## config.mk

```make
export PLATFORM = sky130hd
export DESIGN_NAME = keyboard_scanner_n_flat
export DESIGN_NICKNAME = d
export VERILOG_FILES = /design/src/rtl/keyboard_scanner_n_if.sv /design/src/rtl/keyboard_scanner_n.sv /design/src/flat_wrapper.sv
export SDC_FILE = /design/constraint.sdc
export NUM_CORES = 1
export LEC_CHECK = 0
export ABC_AREA = 1
export CAP_MARGIN = 20
export CORE_UTILIZATION = 55
export CTS_CLUSTER_DIAMETER = 80
export DETAILED_ROUTE_END_ITERATION = 12
export PLACE_DENSITY = 0.71
export SETUP_SLACK_MARGIN = 0.02
export SLEW_MARGIN = 15
export SYNTH_ARGS = -nofsm -noshare
export SYNTH_HDL_FRONTEND = slang
export SYNTH_HIERARCHICAL = 1
export SYNTH_SLANG_ARGS = --single-unit
```

## constraint.sdc

```tcl
create_clock -name clk_scan_13x -period 6.33 [get_ports clk_scan_13x]
set_clock_uncertainty 0.15 [all_clocks]
set_input_delay 1.266 -clock clk_scan_13x [delete_from_list [all_inputs] [get_ports clk_scan_13x]]
set_output_delay 1.266 -clock clk_scan_13x [all_outputs]
set_load 0.02 [all_outputs]
```

## src/rtl/keyboard_scanner_n_if.sv

```systemverilog
// Event output handshake: FIFO head presented with valid/ready.
interface keyboard_scanner_n_if;
  logic       msg_valid;
  logic       msg_ready;
  logic [7:0] msg;

  modport master (output msg_valid, output msg, input msg_ready);
  modport slave  (input msg_valid, input msg, output msg_ready);
endinterface

```

## src/rtl/keyboard_scanner_n.sv

```systemverilog
// Round-robin piano key scanner: per-key debounce, note-on/off events with
// octave shift remembered per held key, FWFT event FIFO on valid/ready.

// One key's debounce state plus the shift captured when it was pressed.
module keyboard_scanner_n_lane #(
  parameter int DEBOUNCE_SCANS = 3,
  parameter int RESET_SHIFT    = 4
) (
  input  logic       clk_scan_13x,
  input  logic       rst,
  input  logic       en,
  input  logic       raw,
  input  logic [3:0] cur_shift,
  output logic       commit,
  output logic [3:0] sh
);
  localparam int CW = $clog2(DEBOUNCE_SCANS + 1);

  logic          stable;
  logic [CW-1:0] cnt;

  // Commit fires on the visit that completes the run of differing samples.
  always_comb begin
    commit = en && (raw != stable) && (cnt == CW'(DEBOUNCE_SCANS - 1));
  end

  // Debounce counter and committed level; only advance when scanned.
  always_ff @(posedge clk_scan_13x or posedge rst) begin
    if (rst) begin
      stable <= 1'b1;
      cnt    <= '0;
      sh     <= 4'(RESET_SHIFT);
    end else if (en) begin
      if (raw == stable) begin
        cnt <= '0;
      end else if (commit) begin
        stable <= raw;
        cnt    <= '0;
        if (!raw) sh <= cur_shift;
      end else begin
        cnt <= cnt + 1'b1;
      end
    end
  end
endmodule

module keyboard_scanner_n #(
  parameter int NUM_KEYS       = 13,
  parameter int MIN_SHIFT      = 3,
  parameter int MAX_SHIFT      = 6,
  parameter int RESET_SHIFT    = 4,
  parameter int DEBOUNCE_SCANS = 3,
  parameter int FIFO_DEPTH     = 8
) (
  input  logic                          clk_scan_13x,
  input  logic                          rst,
  input  logic [NUM_KEYS-1:0]           key,
  input  logic [1:0]                    pitch,
  keyboard_scanner_n_if.master          msg_if,
  output logic [3:0]                    shift_out,
  output logic [$clog2(FIFO_DEPTH):0]   fifo_level,
  output logic                          overflow
);
  localparam int IW = $clog2(NUM_KEYS);
  localparam int AW = $clog2(FIFO_DEPTH);
  localparam int LW = AW + 1;
  localparam logic [IW-1:0] LAST = IW'(NUM_KEYS - 1);

  logic [IW-1:0]              idx;
  logic [3:0]                 shift;
  logic [1:0]                 pitch_q;
  logic [NUM_KEYS-1:0]        en;
  logic [NUM_KEYS-1:0]        commit;
  logic [NUM_KEYS-1:0][3:0]   sh;

  // Scan-slot decode: exactly one lane is enabled per clock.
  always_comb begin
    en = '0;
    en[idx] = 1'b1;
  end

  keyboard_scanner_n_lane #(
    .DEBOUNCE_SCANS (DEBOUNCE_SCANS),
    .RESET_SHIFT    (RESET_SHIFT)
  ) u_lane [NUM_KEYS-1:0] (
    .clk_scan_13x (clk_scan_13x),
    .rst          (rst),
    .en           (en),
    .raw          (key),
    .cur_shift    (shift),
    .commit       (commit),
    .sh           (sh)
  );

  // Event build for the scanned key; releases use the press-time shift.
  logic       hit, press, push;
  logic [3:0] ev_sh;
  logic [8:0] note9;
  logic [7:0] ev_msg;
  always_comb begin
    hit    = |commit;
    press  = ~key[idx];
    ev_sh  = press ? shift : sh[idx];
    note9  = (9'(ev_sh) + 9'd1) * 9'd12 + 9'(idx);
    push   = hit && (note9 <= 9'd127);
    ev_msg = {press, note9[6:0]};
  end

  // Scan index and once-per-sweep pitch button edge detection.
  always_ff @(posedge clk_scan_13x or posedge rst) begin
    if (rst) begin
      idx     <= '0;
      shift   <= 4'(RESET_SHIFT);
      pitch_q <= 2'b11;
    end else begin
      idx <= (idx == LAST) ? '0 : idx + 1'b1;
      if (idx == LAST) begin
        pitch_q <= pitch;
        if (pitch_q[0] && !pitch[0] && !(pitch_q[1] && !pitch[1]) &&
            shift > 4'(MIN_SHIFT))
          shift <= shift - 1'b1;
        else if (pitch_q[1] && !pitch[1] && !(pitch_q[0] && !pitch[0]) &&
                 shift < 4'(MAX_SHIFT))
          shift <= shift + 1'b1;
      end
    end
  end

  // Event FIFO: a full FIFO still accepts a push when the head pops.
  logic [7:0]    mem [FIFO_DEPTH];
  logic [AW-1:0] wr_ptr, rd_ptr;
  logic [LW-1:0] level;
  logic          full, pop, wr;
  always_comb begin
    full = (level == LW'(FIFO_DEPTH));
    pop  = (level != '0) && msg_if.msg_ready;
    wr   = push && (!full || pop);
  end

  // Storage needs no reset; the output is gated by valid.
  always_ff @(posedge clk_scan_13x) begin
    if (wr) mem[wr_ptr] <= ev_msg;
  end

  // Pointers, occupancy and sticky drop flag.
  always_ff @(posedge clk_scan_13x or posedge rst) begin
    if (rst) begin
      wr_ptr   <= '0;
      rd_ptr   <= '0;
      level    <= '0;
      overflow <= 1'b0;
    end else begin
      if (wr)  wr_ptr <= wr_ptr + 1'b1;
      if (pop) rd_ptr <= rd_ptr + 1'b1;
      if (wr && !pop)      level <= level + 1'b1;
      else if (!wr && pop) level <= level - 1'b1;
      if (push && full && !pop) overflow <= 1'b1;
    end
  end

  assign msg_if.msg_valid = (level != '0);
  assign msg_if.msg       = (level != '0) ? mem[rd_ptr] : 8'h00;
  assign shift_out        = shift;
  assign fifo_level       = level;
endmodule

```

## src/flat_wrapper.sv

```systemverilog
// flat-port wrapper written by rule: the top's interface ports become plain ports
module keyboard_scanner_n_flat 
#(
  parameter int NUM_KEYS       = 13,
  parameter int MIN_SHIFT      = 3,
  parameter int MAX_SHIFT      = 6,
  parameter int RESET_SHIFT    = 4,
  parameter int DEBOUNCE_SCANS = 3,
  parameter int FIFO_DEPTH     = 8
)
  (clk_scan_13x, rst, key, pitch, shift_out, fifo_level, overflow, msg_if_msg_valid, msg_if_msg, msg_if_msg_ready);
  keyboard_scanner_n_if msg_if_i ();
  input  logic clk_scan_13x;
  input  logic rst;
  input  logic [NUM_KEYS-1:0] key;
  input  logic [1:0] pitch;
  output logic [3:0] shift_out;
  output logic [$clog2(FIFO_DEPTH):0] fifo_level;
  output logic overflow;
  output wire logic [$bits(msg_if_i.msg_valid)-1:0] msg_if_msg_valid;
  output wire logic [$bits(msg_if_i.msg)-1:0] msg_if_msg;
  input wire logic [$bits(msg_if_i.msg_ready)-1:0] msg_if_msg_ready;
  assign msg_if_msg_valid = msg_if_i.msg_valid;
  assign msg_if_msg = msg_if_i.msg;
  assign msg_if_i.msg_ready = msg_if_msg_ready;
  keyboard_scanner_n #(.NUM_KEYS(NUM_KEYS), .MIN_SHIFT(MIN_SHIFT), .MAX_SHIFT(MAX_SHIFT), .RESET_SHIFT(RESET_SHIFT), .DEBOUNCE_SCANS(DEBOUNCE_SCANS), .FIFO_DEPTH(FIFO_DEPTH)) u_core (.clk_scan_13x(clk_scan_13x), .rst(rst), .key(key), .pitch(pitch), .msg_if(msg_if_i), .shift_out(shift_out), .fifo_level(fifo_level), .overflow(overflow));
endmodule
```

# After elaboration in Yosys (flattened, before gate mapping)
# Memory sizes are Yosys's and may differ from the RTL's.
# Index checks and enable logic that the tools add are counted.
[totals]
elab_cells = 263
reg_bits = 112
input_bits = 18
out_inout_bits = 18
n_memories = 1
latch_bits = 0
mem_bits_ro = 0
mem_bits_rw = 64
[mem_list]
columns = ["name", "words", "word_bits", "rd", "rd_clocked_by_memory_dff", "wr", "line", "source"]
rows = [
  ["u_core.mem", 8, 8, 1, 0, 1, "keyboard_scanner_n.sv:130", "logic [7:0] mem [FIFO_DEPTH];"],
]
[op_classes]
eq_ne = 41
div_mod_pow = 0
bitwise_logic = 27
mul = 1
add_sub_neg = 22
shift = 0
order_cmp = 5
mux = 41
n_reduce_logical = 79
[ops]
columns = ["op", "count"]
rows = [
  ["2-bit two-way mux", 26],
  ["4-bit AND reduction", 13],
  ["1-bit logical AND", 40],
  ["3-bit AND reduction", 13],
  ["4-bit two-way mux", 7],
  ["1-bit inverter", 27],
  ["2-bit by 1-bit adder with 2-bit output (second input constant)", 13],
  ["2-bit == test (second input constant)", 13],
  ["4-bit binary-select mux with 4-bit select", 1],
  ["1-bit == test", 13],
  ["1-bit inequality test", 13],
  ["13-bit OR reduction", 1],
  ["4-bit by 1-bit adder with 4-bit output (second input constant)", 3],
  ["9-bit by 4-bit adder with 9-bit output", 1],
  ["9-bit by 7-bit less-or-equal comparator with 1-bit output (second input constant)", 1],
  ["9-bit by 2-bit multiplier with 7-bit output (second input constant)", 1],
  ["4-bit == test (second input constant)", 2],
  ["8-bit two-way mux", 1],
  ["4-bit by 1-bit subtractor with 4-bit output (second input constant)", 2],
  ["1-bit logical NOT", 7],
  ["3-bit by 1-bit adder with 3-bit output (second input constant)", 2],
  ["4-bit by 1-bit adder with 5-bit output (second input constant)", 1],
  ["4-bit by 5-bit less-than comparator with 1-bit output (second input constant)", 1],
  ["1-bit binary-select mux with 4-bit select", 1],
  ["other kinds (9)", 13],
]

# Depth between registers and ports, before layout
# Gate-level depths: netlist of run 1.
[depth]
ltp_word = 13
ltp_mapped = 39
mapped_depth_nobuf = 38

# Hierarchy
# The synthesis of run 1 kept the hierarchy.
[modules_own_cells]
columns = ["mod", "cells_per_inst", "n_inst", "seq_area_each_um2", "area_each_um2"]
rows = [
  ["keyboard_scanner_n", 635, 1, 2451.1, 5149.9],
  ["keyboard_scanner_n_lane", 38, 13, 177.7, 334.1],
]

# Worst setup path before layout of run 1
# No wires, ideal clock.
[synth_timing]
kind = "input to register"
start = "input key[9]"
end = "register u_core.level[3], in the netlist u_core/fifo_level[3]"
n_path_buf = 1
arrival_time_ns = 5.199
path_slack_ns = 0.848
path_stages = 31
required_time_ns = 6.048
path_cell_list = "inv_1 > nand2_1 > nand3_1 > nand2_1 > a21oi_4 > nand2_2 > nand2_1 > nand2_1 > ha_1 > inv_1 > xor2_1 > inv_1 > fa_1 > xnor2_1 > nand3_1 > o21ai_0 > inv_1 > nand2_1 > nor2_2 > nand3_2 > buf_6 > inv_1 > ha_1 > inv_1 > ha_1 > a21o_1 > a21oi_1 > nand2_1 > nand2_1 > nor2_1 > xor2_1"
[synth_via]
elab_chain_len = 12
[synth_lines]
columns = ["element", "line", "source"]
rows = [
  ["start: declaration", "flat_wrapper.sv:15", "input logic [NUM_KEYS-1:0] key;"],
  ["1-bit binary-select mux with 4-bit select (*)", "keyboard_scanner_n.sv:102", "press = ~key[idx];"],
  ["1-bit two-way mux (not written as such) (*)", "keyboard_scanner_n.sv:102", ""],
  ["4-bit two-way mux (*)", "keyboard_scanner_n.sv:103", "ev_sh = press ? shift : sh[idx];"],
  ["4-bit by 1-bit adder with 5-bit output (*)", "keyboard_scanner_n.sv:104", "note9 = (9'(ev_sh) + 9'd1) * 9'd12 + 9'(idx);"],
  ["9-bit by 2-bit multiplier with 7-bit output (*)", "keyboard_scanner_n.sv:104", ""],
  ["9-bit by 4-bit adder with 9-bit output (*)", "keyboard_scanner_n.sv:104", ""],
  ["via u_core.note9[4]", "keyboard_scanner_n.sv:98", "logic [8:0] note9;"],
  ["9-bit by 7-bit less-or-equal comparator with 1-bit output (*)", "keyboard_scanner_n.sv:105", "push = hit && (note9 <= 9'd127);"],
  ["1-bit logical AND (*)", "keyboard_scanner_n.sv:105", ""],
  ["1-bit logical AND (*)", "keyboard_scanner_n.sv:137", "wr = push && (!full || pop);"],
  ["via u_core.wr", "keyboard_scanner_n.sv:133", "logic full, pop, wr;"],
  ["1-bit logical NOT", "keyboard_scanner_n.sv:156", "else if (!wr && pop) level <= level - 1'b1;"],
  ["1-bit logical AND", "keyboard_scanner_n.sv:156", ""],
  ["2-bit nonzero test (no source line)", "-", ""],
  ["end signal: assignment", "keyboard_scanner_n.sv:155", "if (wr && !pop) level <= level + 1'b1;"],
  ["end signal: assignment", "keyboard_scanner_n.sv:156", ""],
  ["end: declaration", "keyboard_scanner_n.sv:132", "logic [LW-1:0] level;"],
]
# Mark *: on every way through the listed nets, which the timed path passes. The rest lies on a longest branch. The select of a mux whose other input is x is not followed.
# A chain may end at the register's enable or synchronous reset.

# Final worst setup path of run 1
[layout_timing]
start = "input key[4]"
end = "register u_core.level[3], in the netlist u_core/fifo_level[3]"
# The elaborated chain is that of the path after synthesis.

==> results of run 1 <==
## routing by layer
layer  part of all wire [%]  vias to the layer above  global-route usage [%]
met5                      0                        -                       0
met4                    2.3                        0                   9.912
met3                    3.6                       32                   3.729
met2                     50                      160                   43.14
met1                     45                     3510                   32.16
li1                       -                     3754                       -
## kinds of logic (layout without fill, tap and decap cells)
kind of cell | Yosys count | after routing
simple gates | 572 | 572
buf+inv | 209 | 267
flops | 176 | 176
compound gates | 120 | 120
fa+ha+maj | 36 | 36
xor+xnor | 16 | 16
## state kept, by name (all words and copies together) (netlist names)
register	cells
u_core/fifo_level	4
u_core/idx	4
u_core/mem	64
u_core/overflow	1
u_core/pitch_q	2
u_core/rd_ptr	3
u_core/shift_out	4
u_core/u_lane/cnt	26
u_core/u_lane/sh	52
u_core/u_lane/stable	13
u_core/wr_ptr	3
## worst max-delay path: cells and delay by family
family	cells	cell delay, ns
compound gates	3	0.42
fa+ha+maj	4	1.27
simple gates	18	1.47
xor+xnor	2	0.33
buf+inv	11	1.16
## where the power goes
group	switching (mW)	total (mW)	internal, mW	leakage, nW
Clock	0.480	1.05	0.567	0.280
Sequential	0.00955	1.28	1.27	1.98
Combinational	0.329	0.483	0.154	2.81
## layout make-up
cell class / count / area (µm²) / area share, %
flip-flops and latches: 176 / 4761 / 44.60
multi-input cells: 744 / 3904 / 36.57
inverters: 188 / 705.7 / 6.610
repair buffers: 47 / 440.4 / 4.126
clock buffers: 18 / 439.2 / 4.114
well taps: 220 / 275.3 / 2.579
clock inverters: 14 / 150.1 / 1.406
## worst paths after layout
check / from / to / slack (ns)
worst max-delay path: key[4] / u_core/fifo_level[3]$_DFFE_PP0P_ / 0.59
worst min-delay path: u_core/u_lane[10]/sh[2]$_DFFE_PP1P_ / u_core/u_lane[10]/sh[2]$_DFFE_PP1P_ / 0.31
worst max register to register: u_core/idx[0]$_DFF_PP0_ / u_core/fifo_level[3]$_DFFE_PP0P_ / 0.95
worst min register to register: u_core/u_lane[10]/sh[2]$_DFFE_PP1P_ / u_core/u_lane[10]/sh[2]$_DFFE_PP1P_ / 0.31
max in group asynchronous: rst / u_core/wr_ptr[1]$_DFFE_PP0P_ / 4.11
min in group asynchronous: rst / u_core/u_lane[0]/cnt[0]$_DFFE_PP0P_ / 1.14
## stage by stage
step / util (%) / setup WS, ns / instances
4_1_cts: 63.92 / 0.6154 / 1407
2_1_floorplan: - / 0.8481 / 1129
3_5_place_dp: 60.39 / 0.1749 / 1375
5_1_grt: 63.92 / 0.05957 / 1407
6_report: 63.92 / 0.5935 / 1407
3_3_place_gp: 60.39 / 0.2974 / 1375
## placed cells by master (no fill, tap or decap), types with 3 or more instances in the layout
cell	instances
buf_4	12
a31oi_1	8
inv_2	32
edfxtp_1	64
nor2_4	13
xor2_1	10
nor3_1	3
nand3_2	15
clkdlybuf4s50_1	35
dfstp_2	29
clkbuf_16	17
xnor2_1	6
fa_1	4
nand4_1	56
clkinvlp_4	3
nand2_1	313
dfrtp_1	83
inv_8	5
a21oi_1	23
nor2_2	11
ha_1	32
o21ai_1	15
nand2_2	16
nand3_1	52
nor2_1	90
o21ai_0	48
o22ai_1	21
inv_1	156
==> reports/results.ini, run 1 <==
[worst_setup_path]
critPathLaunchType=input port
cpMaxStageDelayCell=fa_1
critical_path.max_stage_delay_ns=0.61
critical_path_class=in2reg
path_max_fanout=6
critPathMostFrequentCell=inv_1
r2r_cells=34
endpoint_kind=flop
worstPathArrival_ns=5.94
worstPathRequired_ns=6.53

[detailed_routing]
via_count=7456
antenna_left=0
routed_via_density=5.299
wl_per_cell_um=15.11
dr.pass1.iters=5
drtIter0Drc=422
drt-total-wl_mm=21.26
drc=0

[finish]
antenna_cells=0
nets=1228
area_growth_pct=12.46
fin_area_um2=10680
nFillCells=1452
drive_above_1_share_pct=13.40

[floorplan]
die-area_um2=17790
chipHeight_um=133.4
core-area_um2=16700
start_util_pct=56.84
rows=47
floorplan.die.width_um=133.4
io-pin-count=36

[synth]
synth_most_common_cell=nand2_1
yosys.area.top_type_share_pct=21.88
synth_compound_area_share_pct=6.946
netlist_instances=1129
synth_commonest_cells=313 x nand2_1, 156 x inv_1, 90 x nor2_1, 83 x dfrtp_1, 64 x edfxtp_1
synthXorXnorAreaFrac_pct=1.476
syn-mean-instance-area_um2=8.408
async_flop_share_pct=63.64
yosysUniqueCellTypes=34
synthAdderAreaFrac_pct=5.061
synthSimpleGateAreaFrac_pct=27.64
synth-seq-area-share_pct=50.15
synth.area.mux_share_pct=0
synth-edff-count=64
yosysWarnings=6
yosysTopAreaCell=dfrtp_1
syn-num-nets=1183
synth_top_family_by_area=simple AND/OR/NAND/NOR gates
synth_flop_cell=dfrtp_1
synthTopCellsByArea=dfrtp_1 22%, edfxtp_1 20%, nand2_1 12%
ys_seq_elements=176
netlist_area_um2=9493

[power_and_ir_drop]
power_density_nw_per_um2=262.8
fin_total_pwr_mw=2.806
vdd.ir_drop.worst_mv=0.1867
power.leakage_nw=5.071

[placement]
postPlaceCellArea_um2=10090
dp_hpwl_mm=14.58
numPortBuffers=35
routabilityCongestion=0.8299

[timing]
setup_tns_ns=0
period_minus_slack_ns=5.736
slew-limit-headroom_pct=41.55
setup_viol=0
rsz0062_at_grt=false
tightest_slew_ns=0.8757
maxSlewViolCount=0
whs_ns=0.3128
post-route-period-util_pct=90.62
fmax_mhz=174.3
hold_viol_final=0

[clocking]
path_clk_slew_ns=0.07
cts_buffers=17
cts_sinks=176
cts_tree=yes
htreeDepth=4
hold_buffers=0
clk_latency_ns=0.43
cts_resized=0
clockBufferDepth=2
cts_setup_buffers=0
cts-root-buf=clkbuf_16

[grt]
grt_max_degree=43
gr-total-overflow=0
grt_pass1_vias=6921
grt_use_total_pct=25.17
antenna_found_initial=0
grt_pass1_wl_mm=34.31

[flow_run]
maxCapViolCount=0

[worst_hold_path]
whs_path_depth=2
hp-class=reg2reg

[run_status]
status=finished, final reports clean

(Power assumes the default switching activity.)
==> inputs of run 2 (changes only) <==
Settings changed: CAP_MARGIN 20 to default.
==> results of run 2 <==
Final layout, timing and power as in run 1 (identical DEF).
==> inputs of run 3 (changes only) <==
Settings changed: TNS_END_PERCENT from default to 50.
==> results of run 3 <==
Final layout, timing and power as in run 1 (identical DEF).
==> RTL change 1 (settings of run 3) <==
Register the output `fifo_level` once more, without a reset; this adds one clock of latency there. The other outputs are not delayed to match.
--- a/src/rtl/keyboard_scanner_n.sv
+++ b/src/rtl/keyboard_scanner_n.sv
@@ -161,6 +161,8 @@
   assign msg_if.msg_valid = (level != '0);
   assign msg_if.msg       = (level != '0) ? mem[rd_ptr] : 8'h00;
   assign shift_out        = shift;
-  assign fifo_level       = level;
+  always_ff @(posedge clk_scan_13x) begin
+    fifo_level <= level;
+  end
 endmodule
 
Behaviour: no difference found for any inputs over 10 cycles, from zero or initial values and one cycle with rst high; that may be too few to reach the edited logic, so the function may still have changed.
==> RTL change 1 against run 3 <==
Wire length rose by 2.7%. Die area rose by 0.86%. Synthesized area is 0.87% higher. Sequential cell count is 4 higher. Critical endpoint is now u_core/level[3]$_DFFE_PP0P_. Final area grew 1.3%. Worst setup slack worse by 0.076 ns. Utilization is 0.40 points higher. Highest routed layer unchanged.
Power is not compared: it rests on default switching activity, and its combinational part moved more than twofold at a synthesized area within 25%.
==> RTL change 1: results (changes against run 3) <==
| Metric | Value |
|---|---|
| Global-route track usage on met1 | 0.3447 (was 0.3216) |
| WL met2 | 10.36 mm (was 10.54 mm) |
| Critical path arrival | 6.03 ns (was 5.94 ns) |
| CP max FO | 9 (was 6) |
| Initial DRC Count | 597 (was 422) |
| Share of layout cells above drive strength 1 | 0.1382 (was 0.1340) |
| Post-synthesis sequential area ratio | 0.5056 (was 0.5015) |
| Port Buf Inserts | 35 (unchanged) |
| Antenna cells | 0 (unchanged) |
| Async set or reset register ratio after synthesis | 0.6222 (was 0.6364) |
| Worst Hold Launch | u_core/level[3]$_DFFE_PP0P_ (was u_core/u_lane[10]/sh[2]$_DFFE_PP1P_) |
| Hpwl dp | 14.77 mm (was 14.58 mm) |
| Yosys cell types | 37 (was 34) |
| Final WL | 21.84 mm (was 21.26 mm) |
| DP Worst Slack | -0.05386 ns (was 0.1749 ns) |
| First-pass GRT wire length | 35.07 mm (was 34.31 mm) |
| Vias in the first global route | 6939 (was 6921) |
| RD Place Congestion | 0.8167 (was 0.8299) |
| Fin nets | 1228 (unchanged) |
| Worst Tran Pin Value | 0.9416 ns (was 0.8757 ns) |
| Postcts setup bufs | 0 (unchanged) |
| Metal3 WL | 1.313 mm (was 776 um) |
| Status | complete, no violations (unchanged) |
| Critical Path Start | key[5] (was key[4]) |
| Max Root-Sink Buffers | 2 (unchanged) |
| Hold WS | 0.3099 ns (was 0.3128 ns) |
| End of the critical path | u_core/level[3]$_DFFE_PP0P_ (was u_core/fifo_level[3]$_DFFE_PP0P_) |
| Avg Cell Area, Syn | 8.474 um^2 (was 8.408 um^2) |
| Crit path largest cell delay | 0.57 ns (was 0.61 ns) |
| GR Util met3 | 0.05518 (was 0.03729) |
| Top post-synthesis cells by area | dfrtp_1 (22%), edfxtp_1 (20%), nand2_1 (12%) (unchanged) |
| Placed Instance Area | 10160 um^2 (was 10090 um^2) |
| M1 WL | 9.803 mm (was 9.463 mm) |
| Clk Latency, worst-skew pair | roughly 0.44 ns |
| Synth cell count leaders | nand2_1 (312), inv_1 (152), nor2_1 (91) (was nand2_1 (313), inv_1 (156), nor2_1 (90)) |
| CP max-delay cell | fa_2 (was fa_1) |
| Vias per inst | 5.372 (was 5.299) |
| Syn Nets | 1184 (was 1183) |
| Drt pass-1 iters | 6 (was 5) |
| Setup slack after layout | 0.5171 ns (was 0.5935 ns) |
| Worst Hold Path EP | u_core/fifo_level[3]$_DFF_P_ (was u_core/u_lane[10]/sh[2]$_DFFE_PP1P_) |
| GRT Util Overall | 0.2561 (was 0.2517) |
| R2R depth | 36 (was 34) |
| Worst R2R Setup Slack | 0.93 ns (was 0.95 ns) |
| Hold path depth | 0 (was 2) |
| M2 GR Usage | 0.4177 (was 0.4314) |
-- RTL change 1: changes by cell type in the layout (fill, tap and decap cells not counted), moves of 2 or more --
cell	run 3	this run
o21ai_0	48	50
inv_1	156	151
dfxtp_1	0	4
clkinv_1	2	0
xor2_1	10	12
a21oi_1	23	19
clkinvlp_4	3	1
bufinv_16	1	3
inv_8	5	9
-- RTL change 1: kinds of logic after synthesis --
logic type / synth area share
xor gates and xnor gates: 0.01555
adders and majority gates: 0.05018
AOI/OAI and AO/OA: 0.06821
DFF: 0.5056
and+or+nand+nor: 0.2756
buffers and inverters: 0.08493
-- RTL change 1: final cells by class --
type | instances | area [um^2]
inverters | 184 | 691.9
clock buffers | 17 | 425.4
repair buffers | 46 | 432.9
fillers | 1467 | 6001
flip-flops and latches | 180 | 4841
multi-input cells | 745 | 3928
clock inverters | 15 | 224.0
well taps | 220 | 275.3
-- RTL change 1: power by group --
part	leakage, uW	internal (uW)	switching (uW)
combinational	0.00276	68.3	139
clock	0.000318	650	506
sequential	0.00201	1240	11.0
==> RTL change 2 (settings of run 3) <==
Without the edit above. `NUM_KEYS` is set to 13 in 2 places; all go to 14.
--- a/src/rtl/keyboard_scanner_n.sv
+++ b/src/rtl/keyboard_scanner_n.sv
@@ -45,7 +45,7 @@
 endmodule
 
 module keyboard_scanner_n #(
-  parameter int NUM_KEYS       = 13,
+  parameter int NUM_KEYS       = 14,
   parameter int MIN_SHIFT      = 3,
   parameter int MAX_SHIFT      = 6,
   parameter int RESET_SHIFT    = 4,
--- a/src/flat_wrapper.sv
+++ b/src/flat_wrapper.sv
@@ -1,7 +1,7 @@
 // flat-port wrapper written by rule: the top's interface ports become plain ports
 module keyboard_scanner_n_flat 
 #(
-  parameter int NUM_KEYS       = 13,
+  parameter int NUM_KEYS       = 14,
   parameter int MIN_SHIFT      = 3,
   parameter int MAX_SHIFT      = 6,
   parameter int RESET_SHIFT    = 4,
Ports: changed (resized key); port bits go from 36 to 37. The function was not compared with the original's and may differ.
==> RTL change 2 against run 3 <==
Cell count increased by 0.85%. Die area rose by 1.5%. Worst hold slack barely moved. Total power grew 1.4%. Wire length increased by 3.9%. Synthesized area up 1.6%. Global-route usage up 1.2 points. Sequential cell count rose by 7. Clock power up 10%. Worst setup slack got worse by 0.087 ns. Sequential share of layout area rose by 0.54 points. Count of clock-buffer cells in the layout unchanged. Final area up 2.5%. Largest power group unchanged. Highest routed layer unchanged.
==> RTL change 2: results (changes against run 3) <==
| Metric | Value |
|---|---|
| Status | complete, no violations (unchanged) |
| Hpwl dp | 15.41 mm (was 14.58 mm) |
| Fin crit period | 5.823 ns (was 5.736 ns) |
| Worst Tran Pin Value | 0.9153 ns (was 0.8757 ns) |
| Top post-synthesis cells by area | dfrtp_1 (23%), edfxtp_1 (20%), nand2_1 (14%) (was dfrtp_1 (22%), edfxtp_1 (20%), nand2_1 (12%)) |
| R2R depth | 35 (was 34) |
| VDD IR max | 0.1937 mV (was 0.1867 mV) |
| Post-synthesis cell count | 1130 (was 1129) |
| Worst Hold Path EP | u_core/u_lane[4]/sh[2]$_DFFE_PP1P_ (was u_core/u_lane[10]/sh[2]$_DFFE_PP1P_) |
| Share of layout cells above drive strength 1 | 0.1432 (was 0.1340) |
| Largest net degree at the start of global routing | 35 (was 43) |
| Critical Path Start | key[11] (was key[4]) |
| Filler cells | 1489 (was 1452) |
| Leakage | 0.005342 uW (was 0.005071 uW) |
| CP max FO | 9 (was 6) |
| Hold WS | 0.3129 ns (was 0.3128 ns) |
| Port Buf Inserts | 36 (was 35) |
| Via count | 7606 (was 7456) |
| Drt pass-1 iters | 6 (was 5) |
| Critical path arrival | 5.99 ns (was 5.94 ns) |
| Avg WL per Cell | 15.56 um (was 15.11 um) |
| CP max-delay cell | clkdlybuf4s50_1 (was fa_1) |
| Initial DRC Count | 511 (was 422) |
| Fin nets | 1233 (was 1228) |
| GRT Util Overall | 0.2637 (was 0.2517) |
| Finished Layout Cells | 1419 (was 1407) |
| Synth cell count leaders | nand2_1 (370), inv_1 (121), dfrtp_1 (88) (was nand2_1 (313), inv_1 (156), nor2_1 (90)) |
| Crit path largest cell delay | 0.43 ns (was 0.61 ns) |
| Placed Instance Area | 10290 um^2 (was 10090 um^2) |
| RD Place Congestion | 0.8512 (was 0.8299) |
-- RTL change 2: changes by cell type after synthesis, moves of 3 or more --
cell	before	now
nor2_1	90	82
a21oi_1	23	27
buf_4	3	0
inv_1	156	121
nand2_2	16	20
nand4_1	56	60
nor2_2	11	7
ha_1	32	29
nand3_1	52	19
nor2_4	13	17
nand2_1	313	370
dfrtp_1	83	88
-- RTL change 2: tightest hold or removal path: cells and delay by family, from the launching register on --
kind	cells	cell delay, ns
simple gates	2	0.09
flops	1	0.37
-- RTL change 2: cell families (layout without fill, tap and decap cells) --
kind of cell    count (synthesis)  after routing  synth area share
compound gates                125            125           0.07164
simple gates                  599            599            0.2844
buf+inv                       173            237           0.07034
fa+ha+maj                      33             33           0.04594
xor+xnor                       17             17           0.01544
flops                         183            183            0.5123
-- RTL change 2: layout make-up --
type	count	area (um^2)	share of cell area
Clock inverter	14	217.7	0.01990
Timing Repair Buffer	50	465.4	0.04254
Inverter	155	584.3	0.05341
Tap cell	225	281.5	0.02573
Clock buffer	18	429.2	0.03923
Sequential cell	183	4938	0.4514
Multi-Input combinational cell	774	4024	0.3678
-- RTL change 2: power by group --
| group | leakage [uW] | total [uW] | switching, uW | internal [uW] |
|---|---|---|---|---|
| combinational | 0.00292 | 369 | 260 | 109 |
| sequential | 0.00211 | 1310 | 9.61 | 1300 |
| clock | 0.000306 | 1160 | 458 | 704 |
-- RTL change 2: per-layer routing --
metal | part of all wire | track usage | up-vias
li1 | - | - | 3793
met4 | 0.027 | 0.1017 | 0
met2 | 0.50 | 0.4577 | 192
met5 | 0 | 0 | -
met1 | 0.43 | 0.3319 | 3579
met3 | 0.046 | 0.04044 | 42
